===== config.mk =====
export PLATFORM = sky130hd
export DESIGN_NAME = lsu_obi
export DESIGN_NICKNAME = d
export VERILOG_FILES = /design/src/rtl/core_pkg.sv /design/src/rtl/lsu_load_align.sv /design/src/rtl/lsu_obi.sv
export SDC_FILE = /design/constraint.sdc
export NUM_CORES = 1
export LEC_CHECK = 0
export CAP_MARGIN = 20
export CORE_ASPECT_RATIO = 0.9
export CORE_MARGIN = 10
export CORE_UTILIZATION = 39
export DETAILED_ROUTE_END_ITERATION = 7
export GPL_TIMING_DRIVEN = 0
export MAX_ROUTING_LAYER = met4
export PLACE_DENSITY = 0.74
export RECOVER_POWER = 50
export SETUP_SLACK_MARGIN = 0.5
export SLEW_MARGIN = 20
export SYNTH_ARGS = -nofsm -noshare
export SYNTH_HDL_FRONTEND = slang
export SYNTH_SLANG_ARGS = --single-unit

===== constraint.sdc =====
create_clock -name clk_i -period 4.3 [get_ports clk_i]
set_clock_uncertainty 0.2 [all_clocks]
set_input_delay 0.86 -clock clk_i [delete_from_list [all_inputs] [get_ports clk_i]]
set_output_delay 0.86 -clock clk_i [all_outputs]
set_load 0.01 [all_outputs]

===== src/rtl/core_pkg.sv =====
// Shared core types for the data-memory path: OBI FSM states, access sizes,
// exception causes, and LSU lane helpers.
package core_pkg;

    typedef enum logic [1:0] {
        IDLE       = 2'b00,
        REQUESTING = 2'b01,
        WAITING    = 2'b10,
        DUMPING    = 2'b11
    } OBI_state_t;

    // Encoding 2'b11 is reserved and behaves like WORD everywhere below.
    typedef enum logic [1:0] {
        BYTE      = 2'b00,
        HALF_WORD = 2'b01,
        WORD      = 2'b10
    } data_type_t;

    localparam logic [4:0] EXC_CAUSE_LOAD_ADDR_MISAL  = 5'h04;
    localparam logic [4:0] EXC_CAUSE_LOAD_FAULT       = 5'h05;
    localparam logic [4:0] EXC_CAUSE_STORE_ADDR_MISAL = 5'h06;
    localparam logic [4:0] EXC_CAUSE_STORE_FAULT      = 5'h07;

    function automatic logic [3:0] lsu_be_gen(input data_type_t dtype, input logic [1:0] off);
        case (dtype)
            BYTE:      lsu_be_gen = 4'b0001 << off;
            HALF_WORD: lsu_be_gen = 4'b0011 << off;
            default:   lsu_be_gen = 4'b1111;
        endcase
    endfunction

    function automatic logic lsu_misaligned(input data_type_t dtype, input logic [1:0] off);
        case (dtype)
            BYTE:      lsu_misaligned = 1'b0;
            HALF_WORD: lsu_misaligned = off[0];
            default:   lsu_misaligned = (off != 2'b00);
        endcase
    endfunction

    function automatic logic [31:0] lsu_wdata_rep(input data_type_t dtype, input logic [31:0] wdata);
        case (dtype)
            BYTE:      lsu_wdata_rep = {4{wdata[7:0]}};
            HALF_WORD: lsu_wdata_rep = {2{wdata[15:0]}};
            default:   lsu_wdata_rep = wdata;
        endcase
    endfunction

endpackage


===== src/rtl/lsu_load_align.sv =====
// Combinational load-data aligner: shifts the addressed lanes down to bit 0
// and zero- or sign-extends sub-word loads.
module lsu_load_align
    import core_pkg::*;
(
    input  logic [31:0] rdata_i,
    input  logic [1:0]  offset_i,
    input  data_type_t  type_i,
    input  logic        sext_i,
    output logic [31:0] data_o
);

    logic [31:0] shifted;

    always_comb begin
        shifted = rdata_i >> {offset_i, 3'b000};
        case (type_i)
            BYTE:      data_o = {{24{sext_i & shifted[7]}}, shifted[7:0]};
            HALF_WORD: data_o = {{16{sext_i & shifted[15]}}, shifted[15:0]};
            default:   data_o = rdata_i;
        endcase
    end

endmodule


===== src/rtl/lsu_obi.sv =====
// Load/store unit: one outstanding OBI transaction, misalignment and bus-fault
// exceptions, and flush handling that silently drains a killed response.
module lsu_obi
    import core_pkg::*;
#(
    parameter int ADDR_WIDTH = 32,
    parameter int DATA_WIDTH = 32
) (
    input  logic                    clk_i,
    input  logic                    rst_i,
    input  logic                    req_valid_i,
    output logic                    req_ready_o,
    input  logic                    we_i,
    input  data_type_t              data_type_i,
    input  logic                    sign_ext_i,
    input  logic [ADDR_WIDTH-1:0]   addr_i,
    input  logic [DATA_WIDTH-1:0]   wdata_i,
    input  logic                    flush_i,
    output logic                    rvalid_o,
    output logic [DATA_WIDTH-1:0]   rdata_o,
    output logic                    exc_valid_o,
    output logic [4:0]              exc_cause_o,
    output logic [ADDR_WIDTH-1:0]   exc_tval_o,
    output logic                    data_req_o,
    input  logic                    data_gnt_i,
    output logic [ADDR_WIDTH-1:0]   data_addr_o,
    output logic                    data_we_o,
    output logic [3:0]              data_be_o,
    output logic [DATA_WIDTH-1:0]   data_wdata_o,
    input  logic                    data_rvalid_i,
    input  logic [DATA_WIDTH-1:0]   data_rdata_i,
    input  logic                    data_err_i
);

    if (DATA_WIDTH != 32) begin : g_width_check
        $error("lsu_obi: DATA_WIDTH must be 32");
    end

    OBI_state_t            state_q, state_d;
    logic                  kill_q, kill_d;
    logic                  we_q, we_d;
    data_type_t            type_q, type_d;
    logic                  sext_q, sext_d;
    logic [ADDR_WIDTH-1:0] addr_q, addr_d;
    logic [3:0]            be_q, be_d;
    logic [DATA_WIDTH-1:0] wdata_q, wdata_d;
    logic                  exc_pend_q, exc_pend_d;
    logic [4:0]            exc_cause_q, exc_cause_d;
    logic [ADDR_WIDTH-1:0] exc_tval_q, exc_tval_d;
    logic                  resp_ok, resp_err;
    logic [DATA_WIDTH-1:0] load_data;

    always_comb begin
        state_d     = state_q;
        kill_d      = kill_q;
        we_d        = we_q;
        type_d      = type_q;
        sext_d      = sext_q;
        addr_d      = addr_q;
        be_d        = be_q;
        wdata_d     = wdata_q;
        exc_pend_d  = 1'b0;
        exc_cause_d = exc_cause_q;
        exc_tval_d  = exc_tval_q;
        resp_ok     = 1'b0;
        resp_err    = 1'b0;

        case (state_q)
            IDLE: begin
                // A flush in the acceptance cycle wins: the request is not taken.
                if (req_valid_i && !flush_i) begin
                    if (lsu_misaligned(data_type_i, addr_i[1:0])) begin
                        exc_pend_d  = 1'b1;
                        exc_cause_d = we_i ? EXC_CAUSE_STORE_ADDR_MISAL : EXC_CAUSE_LOAD_ADDR_MISAL;
                        exc_tval_d  = addr_i;
                    end else begin
                        state_d = REQUESTING;
                        kill_d  = 1'b0;
                        we_d    = we_i;
                        type_d  = data_type_i;
                        sext_d  = sign_ext_i;
                        addr_d  = addr_i;
                        be_d    = lsu_be_gen(data_type_i, addr_i[1:0]);
                        wdata_d = lsu_wdata_rep(data_type_i, wdata_i);
                    end
                end
            end
            REQUESTING: begin
                if (flush_i) kill_d = 1'b1;
                if (data_gnt_i) state_d = (kill_q || flush_i) ? DUMPING : WAITING;
            end
            WAITING: begin
                if (data_rvalid_i) begin
                    state_d = IDLE;
                    if (!flush_i) begin
                        resp_err = data_err_i;
                        resp_ok  = !data_err_i;
                    end
                end else if (flush_i) begin
                    state_d = DUMPING;
                end
            end
            DUMPING: begin
                if (data_rvalid_i) state_d = IDLE;
            end
            default: state_d = IDLE;
        endcase
    end

    always_ff @(posedge clk_i or posedge rst_i) begin
        if (rst_i) begin
            state_q     <= IDLE;
            kill_q      <= 1'b0;
            we_q        <= 1'b0;
            type_q      <= BYTE;
            sext_q      <= 1'b0;
            addr_q      <= '0;
            be_q        <= '0;
            wdata_q     <= '0;
            exc_pend_q  <= 1'b0;
            exc_cause_q <= '0;
            exc_tval_q  <= '0;
        end else begin
            state_q     <= state_d;
            kill_q      <= kill_d;
            we_q        <= we_d;
            type_q      <= type_d;
            sext_q      <= sext_d;
            addr_q      <= addr_d;
            be_q        <= be_d;
            wdata_q     <= wdata_d;
            exc_pend_q  <= exc_pend_d;
            exc_cause_q <= exc_cause_d;
            exc_tval_q  <= exc_tval_d;
        end
    end

    lsu_load_align u_load_align (
        .rdata_i  (data_rdata_i),
        .offset_i (addr_q[1:0]),
        .type_i   (type_q),
        .sext_i   (sext_q),
        .data_o   (load_data)
    );

    assign req_ready_o  = (state_q == IDLE);
    assign data_req_o   = (state_q == REQUESTING);
    assign data_addr_o  = {addr_q[ADDR_WIDTH-1:2], 2'b00};
    assign data_we_o    = we_q;
    assign data_be_o    = be_q;
    assign data_wdata_o = wdata_q;

    // Misalignment pulses come from a register; bus faults are combinational with rvalid.
    assign rvalid_o    = resp_ok;
    assign rdata_o     = (resp_ok && !we_q) ? load_data : '0;
    assign exc_valid_o = exc_pend_q | resp_err;
    assign exc_cause_o = resp_err   ? (we_q ? EXC_CAUSE_STORE_FAULT : EXC_CAUSE_LOAD_FAULT) :
                         exc_pend_q ? exc_cause_q : 5'h00;
    assign exc_tval_o  = resp_err   ? addr_q :
                         exc_pend_q ? exc_tval_q : '0;

    a_reserved_type: assert property (@(posedge clk_i) disable iff (rst_i)
        (req_valid_i && req_ready_o) |-> (data_type_i != data_type_t'(2'b11)));
    a_rvalid_unexpected: assert property (@(posedge clk_i) disable iff (rst_i)
        data_rvalid_i |-> (state_q == WAITING || state_q == DUMPING));
    a_pulse_exclusive: assert property (@(posedge clk_i) disable iff (rst_i)
        !(rvalid_o && exc_valid_o));

endmodule


==> results.txt <==
Of all flip-flops after synthesis, the portion carrying an async set or reset was 100.0%. The worst register-to-register path begins at state_q[1]$_DFFE_PP0P_. The combined area of all synthesized cells came out at 6007 sq um.

The power density normalized to cell area is roughly 540 nW/um^2. The total number of vias came out at around 5500. The initial antenna violation count was 0. The post-synthesis to final-layout area growth is 53.76%. The core region is 14920 sq um. In the routed design, unresolved DRC markers number 0.

The flop-to-flop setup slack came out at around 1.2 ns. Data on the critical path arrives at its endpoint at approximately 2.8 ns. Derived from the worst setup path, the maximum achievable clock frequency is between 200 and 300 MHz. A synthesized cell averages 9.673 sq um. The first-pass GRT wire length came out at 31440 um. The leakage component of the power is 4.325 nW. The largest driver fanout on the critical path came out at 6.

The final-report hold violation count is 0. The critical path starts at data_rdata_i[7]. The clock insertion delay at the later pin of the skew report is 0.35 ns. The die outline area is 20770 sq um. The count of different cell masters after synthesis came out at 39. The total of endpoints with negative setup slack in the final report is 0. The buffer levels on the longest clock path came out at 2. The library cell used most frequently in the layout, excluding fill and tap cells, is sky130_fd_sc_hd__nand2_1.

The dominant delay contributor by cell family on the critical path is buffers and inverters. The max-slew violation count is 26. 0 antenna diodes ended up in the layout. The DRC violation total after the first TritonRoute iteration is 166.

The starting density of the core came out at 40.25%. The count of flip-flops with a built-in enable after synthesis came out at 0. STA classifies the critical path endpoint as an output port. Yosys printed 0 warnings. At the pin with the least slew margin, the transition time is 1.506 ns.

The largest net degree at the start of global routing came out at 33. The startpoint identified for the worst hold timing path is data_wdata_o[13]$_DFFE_PP0P_. The worst hold path terminates at data_wdata_o[13]$_DFFE_PP0P_. The number of I/O port buffers came out at 241. The total of flip-flops plus latches after synthesis came out at 110. Setup repair after global routing could not meet its margin everywhere. In the layout the commonest cells are 142 x sky130_fd_sc_hd__nand2_1, 123 x sky130_fd_sc_hd__clkdlybuf4s50_1, 110 x sky130_fd_sc_hd__dfrtp_1.

Detailed placement ended at an HPWL of 16060 um. The initialized floorplan defines 42 standard-cell rows. By startpoint and endpoint, the worst setup path is classified as in -> out. The share of the core filled with cells in the final layout came out at about three fifths. The total wirelength of the detailed-routed design came out at around 21000 um. The number of max-cap violations came out at 1. The total overflow left after global routing is 0.

The die is 137.7 um tall. The final reports fail on max-capacitance violations, max-slew violations. The cell area after placement is 8742 sq um. The post-layout minimum cycle time came out at 3.861 ns.

The layout cell share with drive strength beyond 1 is 19.69%. TritonCTS built the clock tree. The number of filler cells placed in the layout came out at around 1400. The worst stage delay on the critical path is between 0.5 and 0.6 ns. The cell depth of the worst flop-to-flop path is 5. The die width is 150.8 um. In this run the critical register-to-register path is captured at exc_tval_q[4]$_DFFE_PP0P_.

The flow ran to the end, but the final reports show violations. The via count of the first global-routing pass is approximately 5500. Walking the worst path, the cells encountered are clkdlybuf4s50_1 -> mux4_2 -> o2111ai_4 -> buf_4 -> nand2_1 -> clkdlybuf4s50_1.

In this run the tightest slew margin relative to its limit is -0.3987%. The maximum ir drop on the vdd rail came out at 0.3249 mV. STA puts the critical path data required time at 3.24 ns. The sequential share of the synthesized area came out at between 40% and 50%. The worst path buffer plus inverter count came out at 3. The total negative setup slack came out at 0 ns. The wire length per cell is 19.28 um. Counting stages on the worst path, the most repeated cell is sky130_fd_sc_hd__clkdlybuf4s50_1. The largest individual stage delay along the critical path comes from the cell sky130_fd_sc_hd__mux4_2. The final weighted congestion in routability-driven placement came out at around 0.87. The I/O pin count came out at 249. The average vias per placed instance came out at approximately 5. The remaining antenna violation count after routing is 0. For this design, the sink count on the clock tree is 110. The level count of the clock H-tree came out at 3. The worst path uses between 80% and 90% of the clock period.

The count of cells along the worst hold path is 2. The first-pass iteration count of the detailed router is 4. With fillers left out, the area of the finished cells amounts to 9236 sq um. The most used flip-flop cell after synthesis is sky130_fd_sc_hd__dfrtp_1.

The worst hold-check path type is reg -> reg. The number of buffers added by the clock tree synthesis step is 9. Synthesis produced 621 cells.

The startpoint type of the worst setup path is an input pin. The register clock-pin slew on the reported worst setup and hold paths came out at approximately 0.080 ns. The global router's overall resource usage is 19.97%. After the last flow step, the layout net total stands at 1002. The cell sitting at the root of the clock tree is a sky130_fd_sc_hd__clkbuf_16.
## flip-flops by register name, summed over array words and instances, names as in the netlist
register,flops
data_we_o,1
addr_q,32
exc_cause_q,2
data_wdata_o,32
exc_tval_q,32
type_q,2
kill_q,1
state_q,2
exc_pend_q,1
sext_q,1
data_be_o,4
## kinds of logic after synthesis
kind of cell,Yosys count,synth area share (%)
xor+xnor,1,0.1458
simple gates,183,12.52
other cells,1,0.06243
buf+inv,81,8.061
mux,117,21.31
flops,110,45.82
compound gates,128,12.08
## cell type report
cell class,instances,area (sq um),area share (%)
plain buffers,77,531.8,5.757
flip-flops and latches,110,2753,29.80
clock inverters,6,56.30,0.6096
inverters,4,16.27,0.1761
well taps,198,247.7,2.682
multi-input cells,433,2829,30.63
clock buffers,9,225.2,2.438
repair buffers,260,2577,27.91
## metrics by stage
step | hold WS (ns) | power [mW] | setup WS (ns) | instances
6_report | 0.2722 | 4.981 | 0.4392 | 1097
5_1_grt | 0.3008 | 5.310 | 0.3845 | 1097
4_1_cts | 0.2761 | 5.155 | 0.4361 | 1092
3_5_place_dp | 0.2600 | 4.300 | -0.5014 | 1066
3_3_place_gp | 0.2544 | 4.242 | -0.4619 | 1063
2_1_floorplan | 0.2400 | 3.100 | 1.170 | 624
## layer usage
layer / global-route usage, % / up-vias / part of all wire, %
met4: 4.006 / 0 / 0.96
met5: - / - / 0
li1: - / 2655 / -
met1: 23.82 / 2636 / 42
met3: 7.379 / 15 / 9.6
met2: 31.90 / 183 / 47
## cell usage after synthesis (2+ instances only)
| cell type | number | area share [%] |
|---|---|---|
| sky130_fd_sc_hd__nor2b_1 | 3 | 0.31 |
| sky130_fd_sc_hd__buf_6 | 5 | 0.94 |
| sky130_fd_sc_hd__dfrtp_1 | 110 | 46 |
| sky130_fd_sc_hd__o211ai_1 | 3 | 0.37 |
| sky130_fd_sc_hd__nor2_1 | 23 | 1.4 |
| sky130_fd_sc_hd__inv_1 | 3 | 0.19 |
| sky130_fd_sc_hd__or2_2 | 3 | 0.31 |
| sky130_fd_sc_hd__a21oi_1 | 24 | 2.0 |
| sky130_fd_sc_hd__clkbuf_1 | 27 | 1.7 |
| sky130_fd_sc_hd__mux2_1 | 2 | 0.37 |
| sky130_fd_sc_hd__o221ai_1 | 7 | 1.0 |
| sky130_fd_sc_hd__a21o_1 | 9 | 1.1 |
| sky130_fd_sc_hd__o21ai_0 | 79 | 6.6 |
| sky130_fd_sc_hd__mux2i_1 | 39 | 6.5 |
| sky130_fd_sc_hd__buf_4 | 35 | 4.4 |
| sky130_fd_sc_hd__buf_2 | 9 | 0.75 |
| sky130_fd_sc_hd__nand3_1 | 2 | 0.17 |
| sky130_fd_sc_hd__nand2_1 | 142 | 8.9 |
| sky130_fd_sc_hd__nand3b_1 | 2 | 0.25 |
| sky130_fd_sc_hd__mux2_2 | 75 | 14 |
## report_power, final
part           leakage, nW  switching [mW]  internal, mW
sequential            1.32           0.324          1.53
clock                0.139           0.407         0.401
combinational         2.86            1.02          1.30
## repair_timing
| item | 4_1_cts | 5_1_grt |
|---|---|---|
| resized for setup | 78 | 20 |
| gates cloned | 0 | 1 |
| endpoints found under the setup margin | 68 | 39 |
| hold buffers | 0 | 0 |
| buffers inserted | 11 | 4 |
| pin swaps | 4 | 3 |
## how the worst max path moves through the flow
stage | to | slack, ns | cells past startpoint
floorplan | rdata_o[20] | 1.17 | 4
global placement | exc_tval_o[19] | -0.46 | 8
detailed placement | exc_tval_o[17] | -0.50 | 8
CTS | rdata_o[30] | 0.44 | 6
global route | rdata_o[31] | 0.38 | 6
finish | rdata_o[19] | 0.44 | 6
## worst min-delay path: stages, from the launching register on
cell                      delay (ns)
sky130_fd_sc_hd__dfrtp_1        0.34
sky130_fd_sc_hd__nand2_1        0.05
sky130_fd_sc_hd__o21ai_0        0.06
(Power assumes the default switching activity.)
